===== config.mk =====
export PLATFORM = sky130hd
export DESIGN_NAME = bcd_serial_add_ctrl_flat
export DESIGN_NICKNAME = d
export VERILOG_FILES = /design/src/rtl/bcd_serial_add_ctrl_if.sv /design/src/rtl/bcd_serial_add_ctrl.sv /design/src/flat_wrapper.sv
export SDC_FILE = /design/constraint.sdc
export NUM_CORES = 1
export LEC_CHECK = 0
export CAP_MARGIN = 5
export CORE_UTILIZATION = 35
export CTS_CLUSTER_SIZE = 8
export DETAILED_ROUTE_END_ITERATION = 6
export GPL_TIMING_DRIVEN = 0
export HOLD_SLACK_MARGIN = 0.03
export PLACE_DENSITY_LB_ADDON = 0.12
export SLEW_MARGIN = 20
export SYNTH_ARGS = -nofsm -noshare
export SYNTH_HDL_FRONTEND = slang
export SYNTH_SLANG_ARGS = --single-unit
export TNS_END_PERCENT = 1

===== constraint.sdc =====
create_clock -name clk -period 6.7 [get_ports clk]
set_input_delay 1.675 -clock clk [delete_from_list [all_inputs] [get_ports clk]]
set_output_delay 1.675 -clock clk [all_outputs]
set_load 0.02 [all_outputs]

===== src/rtl/bcd_serial_add_ctrl_if.sv =====
// bcd_serial_add_ctrl_if: request/result bundle between a front end and the digit-serial BCD adder
interface bcd_serial_add_ctrl_if #(parameter int DIGITS = 4);
  logic start;
  logic [4*DIGITS-1:0] augend;
  logic [4*DIGITS-1:0] addend;
  logic cin;
  logic busy;
  logic done;
  logic [4*DIGITS-1:0] sum;
  logic cout;
  logic err;
  modport master(output start, augend, addend, cin, input busy, done, sum, cout, err);
  modport slave(input start, augend, addend, cin, output busy, done, sum, cout, err);
endinterface


===== src/rtl/bcd_serial_add_ctrl.sv =====
// bcd_serial_add_ctrl: one shared BCD digit adder sequenced LSD-first across DIGITS digits
module bcd_serial_add_ctrl #(
  parameter int DIGITS = 4
) (
  input logic clk,
  input logic rst_n,
  bcd_serial_add_ctrl_if.slave bus
);
  localparam int CNT_W = $clog2(DIGITS + 1);
  localparam int W = 4 * DIGITS;
  typedef enum logic [1:0] {IDLE, RUN, DONE} state_t;
  state_t state, state_nx;
  logic [W-1:0] a_sr, b_sr, sum_r;
  logic carry, cout_r, err_r, c_nx, last, accept;
  logic [CNT_W-1:0] cnt;
  logic [3:0] a, b, digit;
  logic [4:0] t;
  always_comb begin
    a = a_sr[3:0];
    b = b_sr[3:0];
    t = 5'(a) + 5'(b) + 5'(carry);
    c_nx = t > 5'd9;
    digit = c_nx ? t[3:0] + 4'd6 : t[3:0];
    last = cnt == CNT_W'(DIGITS - 1);
    accept = bus.start && state != RUN;
    state_nx = accept ? RUN : state == RUN ? (last ? DONE : RUN) : IDLE;
  end
  always_ff @(posedge clk or negedge rst_n)
    if (!rst_n) state <= IDLE;
    else state <= state_nx;
  // Digits enter sum from the top so digit 0 lands in [3:0] after DIGITS shifts
  always_ff @(posedge clk or negedge rst_n) begin
    if (!rst_n) begin
      a_sr <= '0;
      b_sr <= '0;
      sum_r <= '0;
      carry <= 1'b0;
      cout_r <= 1'b0;
      err_r <= 1'b0;
      cnt <= '0;
    end else if (accept) begin
      a_sr <= bus.augend;
      b_sr <= bus.addend;
      carry <= bus.cin;
      sum_r <= '0;
      cout_r <= 1'b0;
      err_r <= 1'b0;
      cnt <= '0;
    end else if (state == RUN) begin
      a_sr <= a_sr >> 4;
      b_sr <= b_sr >> 4;
      carry <= c_nx;
      sum_r <= (sum_r >> 4) | (W'(digit) << (W - 4));
      err_r <= err_r | (a > 4'd9) | (b > 4'd9);
      cnt <= cnt + 1'b1;
      if (last) cout_r <= c_nx;
    end
  end
  assign bus.busy = state == RUN;
  assign bus.done = state == DONE;
  assign bus.sum = sum_r;
  assign bus.cout = cout_r;
  assign bus.err = err_r;
endmodule

===== src/flat_wrapper.sv =====
// flat-port wrapper written by rule: the top's interface ports become plain ports
module bcd_serial_add_ctrl_flat 
#(
  parameter int DIGITS = 4
)
  (clk, rst_n, bus_start, bus_augend, bus_addend, bus_cin, bus_busy, bus_done, bus_sum, bus_cout, bus_err);
  bcd_serial_add_ctrl_if #(.DIGITS(DIGITS)) bus_i ();
  input logic clk;
  input logic rst_n;
  input wire logic [$bits(bus_i.start)-1:0] bus_start;
  input wire logic [$bits(bus_i.augend)-1:0] bus_augend;
  input wire logic [$bits(bus_i.addend)-1:0] bus_addend;
  input wire logic [$bits(bus_i.cin)-1:0] bus_cin;
  output wire logic [$bits(bus_i.busy)-1:0] bus_busy;
  output wire logic [$bits(bus_i.done)-1:0] bus_done;
  output wire logic [$bits(bus_i.sum)-1:0] bus_sum;
  output wire logic [$bits(bus_i.cout)-1:0] bus_cout;
  output wire logic [$bits(bus_i.err)-1:0] bus_err;
  assign bus_i.start = bus_start;
  assign bus_i.augend = bus_augend;
  assign bus_i.addend = bus_addend;
  assign bus_i.cin = bus_cin;
  assign bus_busy = bus_i.busy;
  assign bus_done = bus_i.done;
  assign bus_sum = bus_i.sum;
  assign bus_cout = bus_i.cout;
  assign bus_err = bus_i.err;
  bcd_serial_add_ctrl #(.DIGITS(DIGITS)) u_core (.clk(clk), .rst_n(rst_n), .bus(bus_i));
endmodule

==> run metrics <==
top post-synthesis cells by area dfrtp_1 52%, mux2i_1 13%, nand2_1 7.8%; Clock Sinks 56; die height between 80 and 90 um; Worst-path clk slew approximately 0.10 ns; clock buffer count from CTS 5; CTS H-Tree Depth 2; post-CTS setup buffers 0; ys async rst share 100%; share of the synthesized area in the top cell type approximately 52%; max_cap viols 0; Startpoint Class flop; RSZ-0062 raised after global routing false; part of the power in registers a little over a third; fin crit share around three fifths; Resize count post-CTS 0; Top FF cell, synth dfrtp_1; number of antenna diodes 0; Post-CTS Hold Buffers 0; final std cells w/o fill roughly 420; largest net degree at the start of global routing 35; outcome finished clean; Slew HR 68.7%; DR WL/cell between 10 and 15 um; Placed Cells between 400 and 500; worst-skew pair later-pin latency around 0.30 ns; kind of end point of the critical path output pin; total grt overflow 0; First DRT Iteration DRCs around 100; sw frac 42.3%; Critical Path RT slightly above 5 ns; I/O Buffers 55; Synth Instances about 260; first-pass GRT wire length between 10,000 and 15,000 um; ratio of cells with drive above 1 in the final layout under 10%; Final Setup Violations 0; Internal Power a little over 0.9 mW; worst r2r path cells 8; Peak VDD IR about 190 uV; DR vias a little over 2,000; worst-case clock buffer depth 2; post-synth top area cell dfrtp_1; width of the die a little under 90 um; Arr. time, crit path about 2.2 ns; clock root buffer clkbuf_8; yosys warns 0; DRC 0; number of global-route vias before repair about 2,000; 1st-pass router iterations 4; final hold viol count 0; Clock Skew roughly 0.0075 ns; crit path time final 3.91 ns; Layout Nets roughly 370; post-route setup TNS 0 ns; Synth Cell Area roughly 0.0027 mm^2; Max Slew Vio Count 0; Fmax about 260 MHz; Std-Cell Rows 31; Core Footprint around 0.0073 mm^2; Slew @ Worst Pin 0.469 ns; Layout area overhead 29.1%; Net Count, Synth slightly above 300; number of enable flip-flop cells after synthesis 0; leakage between 1.5 and 2 nW; GPL Wtd Cong around 0.8; Seq cells post-synth 56; synth unique cells 30; All-Layer GR Usage around 17%; top cells by count, synth 56 x dfrtp_1, 56 x nand2_1, 35 x mux2i_1, 29 x o21ai_0, 15 x nor2_1; clock power share roughly 12%; PwrDens 460 mW/mm^2; critical path fanouts, max 10; I/O pin total 56; Hold Crit Class flop to flop; post-route ant nets 0; final WL approximately 5900 um; Pwr Total roughly 1.6 mW; CTS tree done; combinational share of power 52.5%; initial antenna violation count 0; critical path type flop to output pin; Syn Area/Cell between 10 and 15 um^2; Die Area roughly 0.0080 mm^2; sequential fraction of the synthesis area between 50 and 60%; Vias/cell 4.78; post-DP HPWL 4320 um; worst hold stages 2; sw power 0.674 mW; Initial Util around 37%
## final timing paths
kind                                                 start                              to  slack (ns)
worst max-delay path             u_core.state[1]$_DFF_PN0_                        bus_busy        2.79
worst min-delay path            u_core.b_sr[7]$_DFFE_PN0P_      u_core.b_sr[3]$_DFFE_PN0P_        0.49
worst max register to register    u_core.carry$_DFFE_PN0P_  u_core.bus.sum[14]$_DFFE_PN0P_        4.09
worst min register to register  u_core.b_sr[7]$_DFFE_PN0P_      u_core.b_sr[3]$_DFFE_PN0P_        0.49
max in group asynchronous                            rst_n      u_core.a_sr[6]$_DFFE_PN0P_        4.96
min in group asynchronous                            rst_n  u_core.bus.sum[15]$_DFFE_PN0P_        1.26
## critical path: stages (launching register included)
cell	delay, ns
dfrtp_1	0.38
nand2b_1	0.14
buf_2	0.18
inv_2	0.11
buf_2	0.21
buf_2	0.27
clkdlybuf4s50_1	0.65
## cell type report
type / instances / area (um^2)
Sequential cell: 56 / 1400
Buffer: 16 / 76.3
Multi-Input combinational cell: 185 / 1190
Clock buffer: 6 / 72.6
Inverter: 4 / 15.0
Fill cell: 711 / 3870
Tap cell: 99 / 124
Timing Repair Buffer: 56 / 568
Clock inverter: 2 / 16.3
## placed cells by master, fill, tap and decap left out, types with 6 or more instances in the layout
| master | Yosys | final |
|---|---|---|
| buf_2 | 10 | 10 |
| clkdlybuf4s50_1 | 0 | 54 |
| dfrtp_1 | 56 | 56 |
| ha_1 | 6 | 6 |
| mux2i_1 | 35 | 35 |
| nand2_1 | 56 | 56 |
| nand3b_1 | 13 | 13 |
| nor2_1 | 15 | 15 |
| o21ai_0 | 29 | 29 |
## power by group through the flow
stage	combinational [mW]	clock [mW]	sequential, mW
global placement	0.835	0	0.577
floorplan	0.519	0	0.614
CTS	0.849	0.196	0.574
global route	0.952	0.208	0.592
finish	0.837	0.186	0.572
detailed placement	0.844	0	0.581
## cells by family after synthesis
kind of cell | share of synthesized area [%]
compound gates | 9.75
xor+xnor | 0.933
fa+ha+maj | 4.29
buf+inv | 3.40
flops | 52.2
mux | 13.1
simple gates | 16.3
## per-stage QoR
stage	worst slack, ns	hold WS, ns	cell area, um^2	utilization [%]
after global placement	2.10	0.461	3360	45.8
final	2.79	0.487	3460	47.2
after detailed placement	3.11	0.466	3370	46.0
after CTS	2.75	0.495	3460	47.2
after global routing	2.66	0.510	3460	47.2
after floorplan	3.94	0.449	2680	-
## state kept, by name (all words and copies together) (netlist names)
name             flops
u_core.bus.err       1
u_core.bus.sum      16
u_core.carry         1
u_core.bus.cout      1
u_core.cnt           3
u_core.b_sr         16
u_core.state         2
u_core.a_sr         16
## routing by layer
| layer | vias to the layer above | routed length [um] | GRT usage, % |
|---|---|---|---|
| li1 | 1006 | - | - |
| met1 | 964 | 2950 | 23.5 |
| met2 | 50 | 2660 | 27.1 |
| met3 | 6 | 207 | 3.32 |
| met4 | 0 | 64 | 5.19 |
| met5 | - | 0 | 0 |
Note: power is estimated with default switching activity, not from simulation.
